### src/rtl/reg_wb_sequencer_if.sv
// reg_wb_sequencer_if: writeback request handshakes and register file write ports.
// Build option WB_FWD_EN adds the forwarding lookup signals.
interface reg_wb_sequencer_if #(
  parameter int DATA_W = 32,
  parameter int ADDR_W = 4
);
  logic                   alu_valid;
  logic                   alu_ready;
  logic [ADDR_W-1:0]      alu_dst;
  logic [DATA_W-1:0]      alu_data;
  logic                   mem_valid;
  logic                   mem_ready;
  logic [ADDR_W-1:0]      mem_dst;
  logic [DATA_W-1:0]      mem_data;
  logic                   regWrite;
  logic [ADDR_W-1:0]      regDst1;
  logic [DATA_W-1:0]      bus_w;
  logic                   regWrite2;
  logic [ADDR_W-1:0]      regDst2;
  logic [DATA_W-1:0]      bus2_w;
  logic [(1<<ADDR_W)-1:0] pend_mask;
  logic                   idle;
`ifdef WB_FWD_EN
  logic [ADDR_W-1:0]      fwd_src;
  logic                   fwd_hit;
  logic [DATA_W-1:0]      fwd_data;

  modport master (
    output alu_valid, alu_dst, alu_data,
    output mem_valid, mem_dst, mem_data,
    output fwd_src,
    input  alu_ready, mem_ready,
    input  regWrite, regDst1, bus_w,
    input  regWrite2, regDst2, bus2_w,
    input  pend_mask, idle,
    input  fwd_hit, fwd_data
  );

  modport slave (
    input  alu_valid, alu_dst, alu_data,
    input  mem_valid, mem_dst, mem_data,
    input  fwd_src,
    output alu_ready, mem_ready,
    output regWrite, regDst1, bus_w,
    output regWrite2, regDst2, bus2_w,
    output pend_mask, idle,
    output fwd_hit, fwd_data
  );
`else
  modport master (
    output alu_valid, alu_dst, alu_data,
    output mem_valid, mem_dst, mem_data,
    input  alu_ready, mem_ready,
    input  regWrite, regDst1, bus_w,
    input  regWrite2, regDst2, bus2_w,
    input  pend_mask, idle
  );

  modport slave (
    input  alu_valid, alu_dst, alu_data,
    input  mem_valid, mem_dst, mem_data,
    output alu_ready, mem_ready,
    output regWrite, regDst1, bus_w,
    output regWrite2, regDst2, bus2_w,
    output pend_mask, idle
  );
`endif
endinterface

### src/rtl/reg_wb_sequencer.sv
// reg_wb_sequencer: ALU/load writeback FIFOs feeding both register file write ports.
// Build option WB_FWD_EN adds a combinational youngest-entry forwarding lookup.
module reg_wb_sequencer #(
  parameter int DATA_W = 32,
  parameter int ADDR_W = 4,
  parameter int DEPTH  = 4
) (
  input logic               clk,
  input logic               reset,
  reg_wb_sequencer_if.slave wb
);
  localparam int PTR_W = $clog2(DEPTH);
  localparam int SEQ_W = $clog2(2 * DEPTH) + 1;
  localparam int CNT_W = PTR_W + 2;
  localparam int NREG  = 1 << ADDR_W;

  logic [ADDR_W-1:0] r_a_dst [DEPTH];
  logic [DATA_W-1:0] r_a_dat [DEPTH];
  logic [SEQ_W-1:0]  r_a_seq [DEPTH];
  logic [ADDR_W-1:0] r_m_dst [DEPTH];
  logic [DATA_W-1:0] r_m_dat [DEPTH];
  logic [SEQ_W-1:0]  r_m_seq [DEPTH];
  logic [PTR_W:0]    r_a_wp, r_a_rp;
  logic [PTR_W:0]    r_m_wp, r_m_rp;
  logic [SEQ_W-1:0]  r_seq;
  logic [CNT_W-1:0]  r_pend [NREG];

  logic [PTR_W-1:0]  w_a_hd, w_m_hd;
  logic              w_a_empty, w_m_empty;
  logic              w_a_full, w_m_full;
  logic              w_a_push, w_m_push;
  logic              w_same, w_a_older;
  logic              w_wr1, w_wr2;
  logic [NREG-1:0]   w_pend;

  // Sign of the wrapped difference: a was tagged before b.
  function automatic logic older(
    input logic [SEQ_W-1:0] a,
    input logic [SEQ_W-1:0] b
  );
    logic [SEQ_W-1:0] d;
    d = a - b;
    return d[SEQ_W-1];
  endfunction

  assign w_a_hd    = r_a_rp[PTR_W-1:0];
  assign w_m_hd    = r_m_rp[PTR_W-1:0];
  assign w_a_empty = r_a_wp == r_a_rp;
  assign w_m_empty = r_m_wp == r_m_rp;
  assign w_a_full  = (r_a_wp[PTR_W] != r_a_rp[PTR_W]) &&
                     (r_a_wp[PTR_W-1:0] == r_a_rp[PTR_W-1:0]);
  assign w_m_full  = (r_m_wp[PTR_W] != r_m_rp[PTR_W]) &&
                     (r_m_wp[PTR_W-1:0] == r_m_rp[PTR_W-1:0]);

  assign wb.alu_ready = !reset && !w_a_full;
  assign wb.mem_ready = !reset && !w_m_full;
  assign w_a_push     = wb.alu_valid && wb.alu_ready;
  assign w_m_push     = wb.mem_valid && wb.mem_ready;

  // Same-register heads: only the older one may issue this cycle.
  assign w_same    = !w_a_empty && !w_m_empty &&
                     (r_a_dst[w_a_hd] == r_m_dst[w_m_hd]);
  assign w_a_older = older(r_a_seq[w_a_hd], r_m_seq[w_m_hd]);
  assign w_wr1     = !reset && !w_a_empty && !(w_same && !w_a_older);
  assign w_wr2     = !reset && !w_m_empty && !(w_same && w_a_older);

  assign wb.regWrite  = w_wr1;
  assign wb.regDst1   = w_wr1 ? r_a_dst[w_a_hd] : '0;
  assign wb.bus_w     = w_wr1 ? r_a_dat[w_a_hd] : '0;
  assign wb.regWrite2 = w_wr2;
  assign wb.regDst2   = w_wr2 ? r_m_dst[w_m_hd] : '0;
  assign wb.bus2_w    = w_wr2 ? r_m_dat[w_m_hd] : '0;
  assign wb.idle      = reset || (w_a_empty && w_m_empty);

  always_comb begin
    w_pend = '0;
    for (int r = 0; r < NREG; r++)
      w_pend[r] = !reset && (r_pend[r] != '0);
  end
  assign wb.pend_mask = w_pend;

  always_ff @(posedge clk) begin
    if (reset) begin
      r_a_wp <= '0;
      r_a_rp <= '0;
      r_m_wp <= '0;
      r_m_rp <= '0;
      r_seq  <= '0;
      for (int r = 0; r < NREG; r++)
        r_pend[r] <= '0;
    end else begin
      if (w_a_push) begin
        r_a_dst[r_a_wp[PTR_W-1:0]] <= wb.alu_dst;
        r_a_dat[r_a_wp[PTR_W-1:0]] <= wb.alu_data;
        r_a_seq[r_a_wp[PTR_W-1:0]] <= r_seq;
        r_a_wp <= r_a_wp + 1'b1;
      end
      if (w_m_push) begin
        r_m_dst[r_m_wp[PTR_W-1:0]] <= wb.mem_dst;
        r_m_dat[r_m_wp[PTR_W-1:0]] <= wb.mem_data;
        r_m_seq[r_m_wp[PTR_W-1:0]] <= r_seq + SEQ_W'(w_a_push);
        r_m_wp <= r_m_wp + 1'b1;
      end
      if (w_wr1)
        r_a_rp <= r_a_rp + 1'b1;
      if (w_wr2)
        r_m_rp <= r_m_rp + 1'b1;
      r_seq <= r_seq + SEQ_W'(w_a_push) + SEQ_W'(w_m_push);
      for (int r = 0; r < NREG; r++) begin
        r_pend[r] <= r_pend[r]
          + CNT_W'(w_a_push && (wb.alu_dst == ADDR_W'(r)))
          + CNT_W'(w_m_push && (wb.mem_dst == ADDR_W'(r)))
          - CNT_W'(w_wr1 && (r_a_dst[w_a_hd] == ADDR_W'(r)))
          - CNT_W'(w_wr2 && (r_m_dst[w_m_hd] == ADDR_W'(r)));
      end
    end
  end

`ifdef WB_FWD_EN
  logic              w_fhit;
  logic [DATA_W-1:0] w_fdat;
  logic [SEQ_W-1:0]  w_fseq;

  function automatic logic live(
    input logic [PTR_W-1:0] idx,
    input logic [PTR_W:0]   rp,
    input logic [PTR_W:0]   wp
  );
    logic [PTR_W-1:0] off;
    logic [PTR_W:0]   cnt;
    off = idx - rp[PTR_W-1:0];
    cnt = wp - rp;
    return {1'b0, off} < cnt;
  endfunction

  always_comb begin
    w_fhit = 1'b0;
    w_fdat = '0;
    w_fseq = '0;
    for (int i = 0; i < DEPTH; i++) begin
      if (live(PTR_W'(i), r_a_rp, r_a_wp) &&
          (r_a_dst[i] == wb.fwd_src) &&
          (!w_fhit || older(w_fseq, r_a_seq[i]))) begin
        w_fhit = 1'b1;
        w_fdat = r_a_dat[i];
        w_fseq = r_a_seq[i];
      end
    end
    for (int i = 0; i < DEPTH; i++) begin
      if (live(PTR_W'(i), r_m_rp, r_m_wp) &&
          (r_m_dst[i] == wb.fwd_src) &&
          (!w_fhit || older(w_fseq, r_m_seq[i]))) begin
        w_fhit = 1'b1;
        w_fdat = r_m_dat[i];
        w_fseq = r_m_seq[i];
      end
    end
  end

  assign wb.fwd_hit  = !reset && w_fhit;
  assign wb.fwd_data = reset ? '0 : w_fdat;
`endif
endmodule
### src/flat_wrapper.sv
// flat-port wrapper written by rule: the top's interface ports become plain ports
module reg_wb_sequencer_flat 
#(
  parameter int DATA_W = 32,
  parameter int ADDR_W = 4,
  parameter int DEPTH  = 4
)
  (clk, reset, wb_alu_valid, wb_alu_dst, wb_alu_data, wb_mem_valid, wb_mem_dst, wb_mem_data, wb_alu_ready, wb_mem_ready, wb_regWrite, wb_regDst1, wb_bus_w, wb_regWrite2, wb_regDst2, wb_bus2_w, wb_pend_mask, wb_idle);
  reg_wb_sequencer_if #(.DATA_W(DATA_W), .ADDR_W(ADDR_W)) wb_i ();
  input logic clk;
  input logic reset;
  input wire logic [$bits(wb_i.alu_valid)-1:0] wb_alu_valid;
  input wire logic [$bits(wb_i.alu_dst)-1:0] wb_alu_dst;
  input wire logic [$bits(wb_i.alu_data)-1:0] wb_alu_data;
  input wire logic [$bits(wb_i.mem_valid)-1:0] wb_mem_valid;
  input wire logic [$bits(wb_i.mem_dst)-1:0] wb_mem_dst;
  input wire logic [$bits(wb_i.mem_data)-1:0] wb_mem_data;
  output wire logic [$bits(wb_i.alu_ready)-1:0] wb_alu_ready;
  output wire logic [$bits(wb_i.mem_ready)-1:0] wb_mem_ready;
  output wire logic [$bits(wb_i.regWrite)-1:0] wb_regWrite;
  output wire logic [$bits(wb_i.regDst1)-1:0] wb_regDst1;
  output wire logic [$bits(wb_i.bus_w)-1:0] wb_bus_w;
  output wire logic [$bits(wb_i.regWrite2)-1:0] wb_regWrite2;
  output wire logic [$bits(wb_i.regDst2)-1:0] wb_regDst2;
  output wire logic [$bits(wb_i.bus2_w)-1:0] wb_bus2_w;
  output wire logic [$bits(wb_i.pend_mask)-1:0] wb_pend_mask;
  output wire logic [$bits(wb_i.idle)-1:0] wb_idle;
  assign wb_i.alu_valid = wb_alu_valid;
  assign wb_i.alu_dst = wb_alu_dst;
  assign wb_i.alu_data = wb_alu_data;
  assign wb_i.mem_valid = wb_mem_valid;
  assign wb_i.mem_dst = wb_mem_dst;
  assign wb_i.mem_data = wb_mem_data;
  assign wb_alu_ready = wb_i.alu_ready;
  assign wb_mem_ready = wb_i.mem_ready;
  assign wb_regWrite = wb_i.regWrite;
  assign wb_regDst1 = wb_i.regDst1;
  assign wb_bus_w = wb_i.bus_w;
  assign wb_regWrite2 = wb_i.regWrite2;
  assign wb_regDst2 = wb_i.regDst2;
  assign wb_bus2_w = wb_i.bus2_w;
  assign wb_pend_mask = wb_i.pend_mask;
  assign wb_idle = wb_i.idle;
  reg_wb_sequencer #(.DATA_W(DATA_W), .ADDR_W(ADDR_W), .DEPTH(DEPTH)) u_core (.clk(clk), .reset(reset), .wb(wb_i));
endmodule
### config.mk
export PLATFORM = sky130hd
export DESIGN_NAME = reg_wb_sequencer_flat
export DESIGN_NICKNAME = d
export VERILOG_FILES = /design/src/rtl/reg_wb_sequencer_if.sv /design/src/rtl/reg_wb_sequencer.sv /design/src/flat_wrapper.sv
export SDC_FILE = /design/constraint.sdc
export NUM_CORES = 1
export LEC_CHECK = 0
export BUFFER_PORTS_ARGS = -buffer_cell sky130_fd_sc_hd__clkbuf_2
export CORE_MARGIN = 4
export CORE_UTILIZATION = 60
export DETAILED_ROUTE_END_ITERATION = 16
export HOLD_SLACK_MARGIN = 0.02
export PLACE_DENSITY = 0.83
export REMOVE_ABC_BUFFERS = 1
export SLEW_MARGIN = 30
export SYNTH_ARGS = -nofsm -noshare
export SYNTH_HDL_FRONTEND = slang
export SYNTH_SLANG_ARGS = --single-unit
export TNS_END_PERCENT = 20
### constraint.sdc
create_clock -name clk -period 7.8 [get_ports clk]
set_input_delay 1.56 -clock clk [delete_from_list [all_inputs] [get_ports clk]]
set_output_delay 1.56 -clock clk [all_outputs]
set_load 0.02 [all_outputs]
## Word level (Yosys, flattened, before mapping)

Memories as Yosys holds them, arrays and structs flattened. A register that Yosys moved wholly into a read port is not among the register bits.
Index checks and enable logic that the tools add are counted.

| word-level totals | value |
|---|---|
| bits in registers | 16 |
| latch bits | 0 |
| bits in writable memories | 384 |
| bits in read-only memories | 0 |
| input port bits | 76 |
| output and inout port bits | 93 |
| word-level logic and storage cells | 331 |
| memories | 7 |

Memory list:

| memory | words | width | rd ports | clocked after Yosys merged registers in | write ports | RTL line | source |
|---|---|---|---|---|---|---|---|
| u_core.r_a_dat | 4 | 32 | 1 | 1 | 1 | reg_wb_sequencer.sv:18 | `logic [DATA_W-1:0] r_a_dat [DEPTH];` |
| u_core.r_m_dat | 4 | 32 | 1 | 1 | 1 | reg_wb_sequencer.sv:21 | `logic [DATA_W-1:0] r_m_dat [DEPTH];` |
| u_core.r_pend | 16 | 4 | 16 | 0 | 16 | reg_wb_sequencer.sv:26 | `logic [CNT_W-1:0] r_pend [NREG];` |
| u_core.r_a_dst | 4 | 4 | 1 | 1 | 1 | reg_wb_sequencer.sv:17 | `logic [ADDR_W-1:0] r_a_dst [DEPTH];` |
| u_core.r_a_seq | 4 | 4 | 1 | 1 | 1 | reg_wb_sequencer.sv:19 | `logic [SEQ_W-1:0] r_a_seq [DEPTH];` |
| u_core.r_m_dst | 4 | 4 | 1 | 1 | 1 | reg_wb_sequencer.sv:20 | `logic [ADDR_W-1:0] r_m_dst [DEPTH];` |
| 1 more memories | n/a | n/a | n/a | n/a | n/a | n/a |  |

| operators by class | value |
|---|---|
| add/subtract/negate cells | 71 |
| multipliers | 0 |
| divide/modulo/power cells | 0 |
| magnitude comparators | 0 |
| equal/unequal tests | 67 |
| shift operators | 0 |
| muxes and demuxes | 41 |
| bitwise logic cells | 16 |
| reductions and logical operators | 124 |

Operators by type and width:

| kind | number |
|---|---|
| $add 4x1->4 | 34 |
| $eq 4x4->1 const B | 32 |
| $sub 4x1->4 | 32 |
| $logic_and 1x1->1 | 95 |
| $mux 4 | 18 |
| $eq 4x3->1 const B | 16 |
| $mux 32 | 2 |
| $reduce_bool 4->1 | 16 |
| $eq 4x2->1 const B | 8 |
| $mux 2 | 12 |
| $eq 4x1->1 const B | 4 |
| $logic_not 4->1 | 4 |
| $or 1x1->1 | 16 |
| $add 3x1->3 const B | 4 |
| $mux 1 | 9 |
| $logic_not 1->1 | 8 |
| $eq 3x3->1 | 2 |
| $eq 2x2->1 | 2 |
| $eq 4x4->1 | 1 |
| $sub 4x4->4 | 1 |
| $ne 1x1->1 | 2 |
| $logic_or 1x1->1 | 1 |

## Depth between registers and ports, before layout

Gate-level depths: netlist (run 1).

| logic depth | value |
|---|---|
| depth in word-level cells | 11 |
| mapped depth | 21 |
| gate-level depth less buffers | 17 |

## Worst setup path before layout (run 1)

Ideal clock, no wire load.

| path | value |
|---|---|
| path kind | register to register |
| start | reg with a tool-made name |
| end | mem u_core.r_pend[0][7] in the netlist's numbering |
| setup time | 0.128 ns |
| data arrival time | 5.060 ns |
| data required time | 7.672 ns |
| path slack | 2.613 ns |
| cell stages (with the launch flop) | 20 |
| buffers on the path | 5 |
| period minus slack after synthesis | 5.187 ns |
| path through | dfxtp_1 clkbuf_1 buf_2 buf_1 mux4_2 ha_1 a21oi_1 o21ai_1 xor2_1 o211ai_2 buf_4 buf_4 nor3_1 fa_1 inv_1 fa_1 ha_1 fa_1 xor2_1 nor2_1 |

RTL lines:

| what | RTL line |
|---|---|
| to (decl) | reg_wb_sequencer.sv:26 |

==> results of run 1 <==
through the flow:
step | total power, W | cells | util (%)
CTS | 0.00637 | 1703 | 69.9
global placement | 0.00440 | 1628 | 65.2
global route | 0.00665 | 1703 | 69.9
finish | 0.00630 | 1703 | 69.9
floorplan | 0.00393 | 1072 | -
detailed placement | 0.00446 | 1628 | 65.4
Yosys cell counts (all sizes together):
master	instances	area share (%)
a21oi	19	0.54
a31oi	2	0.071
and2	39	1.4
and3	10	0.36
and3b	2	0.10
buf	16	0.46
clkbuf	24	0.51
dfxtp	84	9.6
edfxtp	320	55
fa	48	5.5
ha	64	4.6
inv	112	2.4
mux2	6	0.38
mux2i	2	0.11
mux4	80	10
nand2	31	0.66
nand2b	5	0.18
nand3	8	0.23
nand3b	2	0.085
nor2	72	1.5
nor2b	80	2.8
nor3	30	0.85
nor3b	1	0.043
nor4	1	0.036
o211a	2	0.11
o211ai	2	0.19
o21ai	2	0.057
o31ai	2	0.085
or2	2	0.071
or3	6	0.21
or4	1	0.064
xnor2	24	1.2
xor2	13	0.65
power by group through the flow:
stage | Sequential [W] | Combinational [W] | Clock, W
6_report | 0.00267 | 0.00174 | 0.00190
5_1_grt | 0.00270 | 0.00192 | 0.00203
4_1_cts | 0.00268 | 0.00176 | 0.00193
3_5_place_dp | 0.00272 | 0.00174 | 0
3_3_place_gp | 0.00271 | 0.00169 | 0
2_1_floorplan | 0.00270 | 0.00123 | 0
cell type report:
type / count / area [sq um]
inverters: 112 / 420
repair buffers: 172 / 873
fillers: 1840 / 8660
clock buffers: 61 / 1180
flip-flops and latches: 404 / 11300
multi-input cells: 556 / 5730
clock inverters: 14 / 126
well taps: 384 / 480
worst max-delay path by stage:
stage,startpoint,endpoint
after global routing,flop,wb_regDst2[2]
after CTS,flop,wb_regDst2[2]
after global placement,flop,u_core.r_pend[0][15]
final,flop,wb_regDst2[2]
after floorplan,flop,u_core.r_pend[0][7]
after detailed placement,flop,u_core.r_pend[0][15]
critical path, stage by stage, from the launching register on:
cell	delay [ns]
dfxtp_2	0.84
buf_4	0.51
mux4_2	0.57
xnor2_1	0.27
xnor2_1	0.22
o211ai_4	0.52
inv_2	0.37
and2_1	0.31
clkbuf_2	0.16
logic make-up after synthesis:
kind of cell / after synthesis / share of synthesized area [%]
muxes: 88 / 10.8
adders and majority gates: 112 / 10.0
and+or+nand+nor: 290 / 8.67
xor gates and xnor gates: 37 / 1.84
buffers and inverters: 152 / 3.37
AOI/OAI and AO/OA: 29 / 1.06
DFF: 404 / 64.3
layer usage:
metal	GRT usage (%)	up-vias
met3	4.60	58
met1	29.2	4746
met4	5.59	0
met5	0	-
met2	36.5	350
li1	-	4336
registers in the layout, indices dropped and copies added (netlist names), named ones only:
register	count
u_core.r_a_seq	16
u_core.r_m_dst	16
u_core.r_pend	64
u_core.r_a_dst	16
u_core.r_seq	4
u_core.r_m_wp	3
u_core.r_m_rp	3
u_core.r_m_seq	16
u_core.r_a_dat	128
u_core.r_m_dat	128
u_core.r_a_wp	3
u_core.r_a_rp	3
==> impl_metrics.xml, run 1 <==
<?xml version="1.0" encoding="UTF-8"?>
<metrics>
  <group name="power">
    <metric name="power_switching_share" unit="%">30.5</metric>
    <metric name="power.density_cell_area" unit="nW/um^2">313</metric>
    <metric name="power.combinational.fraction" unit="%">27.6</metric>
    <metric name="p_int" unit="W">0.00438</metric>
    <metric name="net-switching-power" unit="W">0.00193</metric>
    <metric name="max_vdd_drop" unit="uV">223</metric>
    <metric name="share_clk_of_total_power" unit="%">30.1</metric>
    <metric name="power.share.sequential" unit="%">42.4</metric>
    <metric name="p_leak" unit="nW">7.56</metric>
  </group>
  <group name="yosys">
    <metric name="synth_cell_type_count" unit="">38</metric>
    <metric name="synthesis.yosys.warnings" unit="">0</metric>
    <metric name="avgSynthCellArea" unit="sq um">15.8</metric>
    <metric name="syn_area" unit="sq um">17600</metric>
    <metric name="seq_area_frac_synth" unit="%">64.3</metric>
    <metric name="synth_cells" unit="">1112</metric>
    <metric name="synth-seq-cells" unit="">404</metric>
  </group>
  <group name="die">
    <metric name="num_rows" unit="">62</metric>
    <metric name="die_x" unit="microns">179</metric>
    <metric name="design.portCount" unit="">169</metric>
    <metric name="die_y" unit="microns">179</metric>
    <metric name="floorplan.die_area" unit="sq um">32100</metric>
    <metric name="area_of_the_placeable_core" unit="sq um">28800</metric>
    <metric name="initial_utilization" unit="%">61.0</metric>
  </group>
  <group name="timing">
    <metric name="min_period" unit="ns">5.85</metric>
    <metric name="worst_pin_slew" unit="ns">0.784</metric>
    <metric name="worst_slew_margin" unit="%">47.7</metric>
    <metric name="hold_viol_final" unit="">0</metric>
    <metric name="post-route-period-util" unit="%">75.1</metric>
    <metric name="timing.final.ws_setup" unit="ns">1.95</metric>
    <metric name="max_freq" unit="MHz">171</metric>
    <metric name="finalClockSkew" unit="ns">0.0147</metric>
    <metric name="setup_violations" unit="">0</metric>
    <metric name="rsz0062_at_grt" unit="">no</metric>
    <metric name="final_max_tran_viols" unit="">0</metric>
    <metric name="setup_total_negative_slack" unit="ns">0</metric>
    <metric name="fin_hold_ws" unit="ns">0.519</metric>
  </group>
  <group name="route">
    <metric name="initialDrtViolationCount" unit="">775</metric>
    <metric name="drt_pre_antenna_iters" unit="">5</metric>
    <metric name="m1WireLength" unit="microns">13400</metric>
    <metric name="detailroute.wirelength.met2" unit="microns">16900</metric>
    <metric name="drcViolationCount" unit="">0</metric>
    <metric name="vias" unit="">9490</metric>
    <metric name="dr_wl_met3" unit="microns">2680</metric>
    <metric name="residual_antenna_violating_net_count_after_detailed_routing" unit="">0</metric>
    <metric name="via_per_inst" unit="">5.57</metric>
    <metric name="mean_routed_wirelength_per_cell" unit="microns">19.8</metric>
    <metric name="routed_wirelength" unit="microns">33600</metric>
    <metric name="dr.max_layer_used" unit="">met4</metric>
  </group>
  <group name="clocking">
    <metric name="numClockSinks" unit="">404</metric>
    <metric name="cts.hold.buffers_added" unit="">0</metric>
    <metric name="cts_max_level" unit="">2</metric>
    <metric name="postCtsSetupBuffers" unit="">0</metric>
    <metric name="clk_pin_slew" unit="ns">0.06</metric>
    <metric name="cts_root_buf" unit="">clkbuf_16</metric>
    <metric name="post_cts_gate_resize_count" unit="">0</metric>
    <metric name="insertion_delay_of_the_later_clocked_pin_in_the_worst_skew_pair" unit="ns">0.53</metric>
    <metric name="cts.path.max_buffers" unit="">3</metric>
    <metric name="cts_inserted_buffers" unit="">41</metric>
    <metric name="tritoncts_clock_tree" unit="">yes</metric>
  </group>
  <group name="finish">
    <metric name="most_common_cell_after_layout_fill_and_taps_aside" unit="">edfxtp_1</metric>
    <metric name="final_layout_size_suffix_gt1_share" unit="%">25.2</metric>
    <metric name="p_r_area_growth_vs_syn" unit="%">14.5</metric>
    <metric name="antenna_cells" unit="">0</metric>
    <metric name="final_cell_area" unit="sq um">20100</metric>
    <metric name="final_cell_mix" unit="">edfxtp_1, clkbuf_2, inv_1</metric>
    <metric name="num-nets-final" unit="">1475</metric>
  </group>
  <group name="worst_setup_path">
    <metric name="reg2reg_depth" unit="">13</metric>
    <metric name="timing_worst_setup_path_type" unit="">flop to output pin</metric>
    <metric name="crit_path_max_fanout" unit="">35</metric>
    <metric name="timing.rr.end" unit="">u_core.r_pend[0][15]</metric>
    <metric name="worst_setup_path_start_kind" unit="">flop</metric>
    <metric name="worst-endpoint-required" unit="ns">6.24</metric>
    <metric name="reg_to_reg_setup_timing_slack" unit="ns">2.41</metric>
    <metric name="worst-endpoint-arrival" unit="ns">4.29</metric>
    <metric name="setup.worst_path.end_class" unit="">output pin</metric>
  </group>
  <group name="placed_design">
    <metric name="placed_cell_area" unit="sq um">18800</metric>
    <metric name="io_buffers" unit="">168</metric>
    <metric name="place.detailed.hpwl" unit="microns">21200</metric>
    <metric name="gp_congestion" unit="">0.914</metric>
    <metric name="preCtsSetupSlack" unit="ns">2.34</metric>
  </group>
  <group name="global_routing">
    <metric name="grt.total_usage" unit="%">21.7</metric>
    <metric name="grt_pass1_vias" unit="">9995</metric>
    <metric name="grt_remaining_overflow" unit="">0</metric>
    <metric name="largest_net_degree_at_the_start_of_global_routing" unit="">73</metric>
    <metric name="antenna_found_initial" unit="">0</metric>
    <metric name="grt_first_pass_wirelength" unit="microns">53900</metric>
  </group>
  <group name="run">
    <metric name="timing.max_cap.violations" unit="">0</metric>
  </group>
  <group name="hold_path">
    <metric name="worstHoldStart" unit="">u_core.r_a_rp[1]</metric>
    <metric name="timing.hold.worst.class" unit="">flop to flop</metric>
    <metric name="timing.hold.worst_path_depth" unit="">2</metric>
  </group>
  <group name="status">
    <metric name="outcome" unit="">finished, final reports clean</metric>
  </group>
</metrics>
No activity file was read; power rests on OpenSTA's default activity.
==> run 2, diff against run 1 <==
ABC_AREA = 1   (was not set)
PLACE_DENSITY = 0.82   (was 0.83)
clock period = 5.9 ns   (was 7.8 ns; I/O delays follow)
==> run 2 against run 1 <==
  * Synthesized cell count increased by 53%
  * Area after synthesis up 3.4%
  * Critical path depth is 11 higher
  * Sequential share of layout area down 1.2 points
  * Global-route usage rose by 2.1 points
  * Sequential power is 24% higher
  * Count of clock-buffer cells in the layout down 11
  * First-iteration DRC count rose by 37%
  * Combinational power about the same
  * Final cell count increased by 34%
  * Non-clock buffer count grew 16
==> impl_metrics.xml, run 2 <==
<?xml version="1.0" encoding="UTF-8"?>
<metrics>
  <group name="status">
    <metric name="outcome" unit="">finished, final reports clean</metric>
  </group>
  <group name="global_routing">
    <metric name="largest_net_degree_at_the_start_of_global_routing" unit="">69</metric>
    <metric name="global_route.usage.met3" unit="%">4.13</metric>
    <metric name="grt_remaining_overflow" unit="">0</metric>
    <metric name="met2_usage" unit="%">41.1</metric>
    <metric name="grt_first_pass_wirelength" unit="microns">63300</metric>
    <metric name="top_usage_layer" unit="">met2</metric>
    <metric name="grt_util_met1" unit="%">30.3</metric>
    <metric name="grt.total_usage" unit="%">23.8</metric>
    <metric name="antenna_found_initial" unit="">0</metric>
    <metric name="grt_pass1_vias" unit="">12900</metric>
  </group>
  <group name="yosys">
    <metric name="synth-compound-area-share" unit="%">6.88</metric>
    <metric name="number_of_flops_mapped_to_enable_cells_by_yosys" unit="">320</metric>
    <metric name="asyncSetResetFlopFracSynth" unit="%">0</metric>
    <metric name="avgSynthCellArea" unit="sq um">10.7</metric>
    <metric name="synth_cell_type_count" unit="">26</metric>
    <metric name="synth_top_family_by_area" unit="">simple AND/OR/NAND/NOR gates</metric>
    <metric name="synth_cells" unit="">1703</metric>
    <metric name="most_used_standard_cell_by_instance_count_after_synthesis" unit="">nor2_1</metric>
    <metric name="synth_top_cell_area_share" unit="%">52.9</metric>
    <metric name="post_synth_main_area_contributors" unit="">edfxtp_1, dfxtp_1, nor2_1</metric>
    <metric name="post_synth_most_frequent_cells" unit="">nor2_1, edfxtp_1, inv_1</metric>
    <metric name="synth-seq-cells" unit="">404</metric>
    <metric name="synthMuxAreaShare" unit="%">0</metric>
    <metric name="synth_top_cell_by_area" unit="">edfxtp_1</metric>
    <metric name="post_synth_fa_ha_maj_area_fraction" unit="%">9.70</metric>
    <metric name="synth_simple_gate_area_share" unit="%">14.0</metric>
    <metric name="seq_area_frac_synth" unit="%">62.2</metric>
    <metric name="synthesis.yosys.warnings" unit="">0</metric>
    <metric name="syn_area" unit="sq um">18200</metric>
    <metric name="post_synth_xor_area_fraction" unit="%">0.868</metric>
    <metric name="yosys_most_used_dff" unit="">edfxtp_1</metric>
  </group>
  <group name="worst_setup_path">
    <metric name="crit_path_max_fanout" unit="">51</metric>
    <metric name="crit_path_cell_trace" unit="">inv_2 &gt; o21ai_0 &gt; o22ai_1 &gt; ha_1 &gt; nand2_1 &gt; o21bai_2 &gt; nand2_1 &gt; nand2_1 &gt; nand2_1 &gt; nand2_2 &gt; nand2_4 &gt; inv_1 &gt; nand2_1 &gt; fa_1 &gt; fa_1 &gt; ha_1 &gt; fa_1 &gt; xor2_1 &gt; nor2_1</metric>
    <metric name="timing_worst_setup_path_type" unit="">flop to flop</metric>
    <metric name="reg2reg_depth" unit="">19</metric>
    <metric name="critPathTopFamily" unit="">adder cells</metric>
    <metric name="worst-endpoint-arrival" unit="ns">5.60</metric>
    <metric name="worst_setup_path_start_kind" unit="">flop</metric>
    <metric name="worst-endpoint-required" unit="ns">6.30</metric>
    <metric name="setup.worst_path.end_class" unit="">flop</metric>
    <metric name="crit_path_frequent_cell" unit="">nand2_1</metric>
    <metric name="max_stage_delay" unit="ns">0.70</metric>
    <metric name="crit_slowest_cell" unit="">dfxtp_2</metric>
    <metric name="worstSetupPathDepth" unit="">19</metric>
    <metric name="cp.buffers_inverters" unit="">2</metric>
  </group>
  <group name="route">
    <metric name="mean_routed_wirelength_per_cell" unit="microns">17.6</metric>
    <metric name="initialDrtViolationCount" unit="">1065</metric>
    <metric name="routed_wirelength" unit="microns">40100</metric>
    <metric name="residual_antenna_violating_net_count_after_detailed_routing" unit="">0</metric>
    <metric name="vias" unit="">12500</metric>
    <metric name="drt_pre_antenna_iters" unit="">6</metric>
    <metric name="via_per_inst" unit="">5.48</metric>
    <metric name="drcViolationCount" unit="">0</metric>
  </group>
  <group name="power">
    <metric name="max_vdd_drop" unit="uV">261</metric>
    <metric name="p_leak" unit="nW">8.23</metric>
    <metric name="power.density_cell_area" unit="nW/um^2">361</metric>
  </group>
  <group name="placed_design">
    <metric name="place.detailed.hpwl" unit="microns">25400</metric>
    <metric name="gp_congestion" unit="">0.910</metric>
    <metric name="io_buffers" unit="">168</metric>
    <metric name="placed_cell_area" unit="sq um">19300</metric>
  </group>
  <group name="timing">
    <metric name="rsz0062_at_grt" unit="">no</metric>
    <metric name="finalClockSkew" unit="ns">0.0207</metric>
    <metric name="hold_viol_final" unit="">0</metric>
    <metric name="max_freq" unit="MHz">192</metric>
    <metric name="worst_pin_slew" unit="ns">0.772</metric>
    <metric name="post-route-period-util" unit="%">88.1</metric>
    <metric name="final_max_tran_viols" unit="">0</metric>
    <metric name="setup_violations" unit="">0</metric>
    <metric name="min_period" unit="ns">5.20</metric>
    <metric name="setup_total_negative_slack" unit="ns">0</metric>
    <metric name="worst_slew_margin" unit="%">48.4</metric>
  </group>
  <group name="clocking">
    <metric name="numClockSinks" unit="">404</metric>
    <metric name="post_cts_gate_resize_count" unit="">0</metric>
    <metric name="cts_inserted_buffers" unit="">41</metric>
    <metric name="tritoncts_clock_tree" unit="">yes</metric>
    <metric name="clk_pin_slew" unit="ns">0.06</metric>
    <metric name="cts_root_buf" unit="">clkbuf_16</metric>
    <metric name="cts_max_level" unit="">2</metric>
    <metric name="cts.hold.buffers_added" unit="">0</metric>
    <metric name="postCtsSetupBuffers" unit="">0</metric>
    <metric name="insertion_delay_of_the_later_clocked_pin_in_the_worst_skew_pair" unit="ns">0.53</metric>
    <metric name="cts.path.max_buffers" unit="">3</metric>
  </group>
  <group name="finish">
    <metric name="fillerInstances" unit="">2044</metric>
    <metric name="most_common_cell_after_layout_fill_and_taps_aside" unit="">nor2_1</metric>
    <metric name="final_layout_size_suffix_gt1_share" unit="%">13.9</metric>
    <metric name="antenna_cells" unit="">0</metric>
    <metric name="num-nets-final" unit="">2051</metric>
    <metric name="final_cell_area" unit="sq um">20600</metric>
    <metric name="final_cell_mix" unit="">nor2_1, edfxtp_1, inv_1</metric>
    <metric name="p_r_area_growth_vs_syn" unit="%">13.2</metric>
  </group>
  <group name="die">
    <metric name="die_x" unit="microns">182</metric>
    <metric name="area_of_the_placeable_core" unit="sq um">29700</metric>
    <metric name="num_rows" unit="">63</metric>
    <metric name="design.portCount" unit="">169</metric>
    <metric name="floorplan.die_area" unit="sq um">33100</metric>
    <metric name="initial_utilization" unit="%">61.1</metric>
    <metric name="die_y" unit="microns">182</metric>
  </group>
  <group name="run">
    <metric name="timing.max_cap.violations" unit="">0</metric>
  </group>
  <group name="hold_path">
    <metric name="timing.hold.worst_path_depth" unit="">1</metric>
    <metric name="timing.hold.worst.class" unit="">flop to flop</metric>
  </group>
</metrics>
[run 2: changes by cell type in the layout (fill, tap and decap cells not counted), moves of 11 or more]
cell / change
nand2_1: +143
inv_1: +88
nor2_1: +322
o21ai_0: +145
buf_4: +15
a21oi_1: +76
nor2b_1: -80
clkinv_1: +11
and2_1: -39
xnor2_1: -14
nand3_1: +27
mux4_2: -80
[run 2: cell type report]
cell class,count,area (sq um),share of cell area (%)
inverters,203,762,3.71
clock buffers,50,1100,5.36
repair buffers,188,991,4.82
flip-flops and latches,404,11300,54.9
well taps,390,488,2.37
multi-input cells,1025,5780,28.1
clock inverters,25,146,0.712
[run 2: worst register-to-register path: cells and delay by family, from the launching register on]
kind / cells / cell delay, ns
XOR/XNOR: 1 / 0.17
AO/OA/AOI/OAI: 3 / 0.60
buffers and inverters: 2 / 0.69
AND/OR/NAND/NOR: 8 / 1.13
flip-flops: 1 / 0.70
adder cells (fa/ha/maj): 5 / 1.80
[run 2: logic make-up after synthesis]
group                    after synthesis
AO/OA/AOI/OAI                        246
XOR/XNOR                              18
adder cells (fa/ha/maj)              112
buffers and inverters                274
flip-flops                           404
AND/OR/NAND/NOR                      649
[run 2: through the flow]
stage	total power (W)	setup slack, ns	util, %	hold WS [ns]	instances
3_3_place_gp	0.00500	0.825	65.0	0.457	2210
6_report	0.00742	0.705	69.2	0.485	2285
2_1_floorplan	0.00448	0.0372	-	0.443	1632
4_1_cts	0.00746	0.761	69.2	0.486	2285
3_5_place_dp	0.00507	0.802	65.0	0.476	2210
5_1_grt	0.00781	0.373	69.2	0.525	2285
[run 2: per-layer routing]
layer  vias to the layer above  routed length, microns
li1                       5917                       -
met3                        96                    2780
met5                         -                       0
met2                       485                   20200
met1                      6029                   15900
met4                         0                    1220
[run 2: path summary, 6_finish.rpt]
kind,startpoint,to,slack [ns]
worst max-delay path,flop,u_core.r_pend[0][15],0.70
worst min-delay path,u_core.r_a_wp[2],u_core.r_a_wp[2],0.48
worst max register to register,flop,u_core.r_pend[0][15],0.70
worst min register to register,u_core.r_a_wp[2],u_core.r_a_wp[2],0.48
[run 2: power by group]
part	switching (W)	leakage [nW]	internal (W)	total [W]
sequential	0.0000770	3.60	0.00322	0.00330
clock	0.00102	0.612	0.00137	0.00239
combinational	0.00119	4.02	0.000537	0.00173
total	0.00229	8.23	0.00513	0.00742
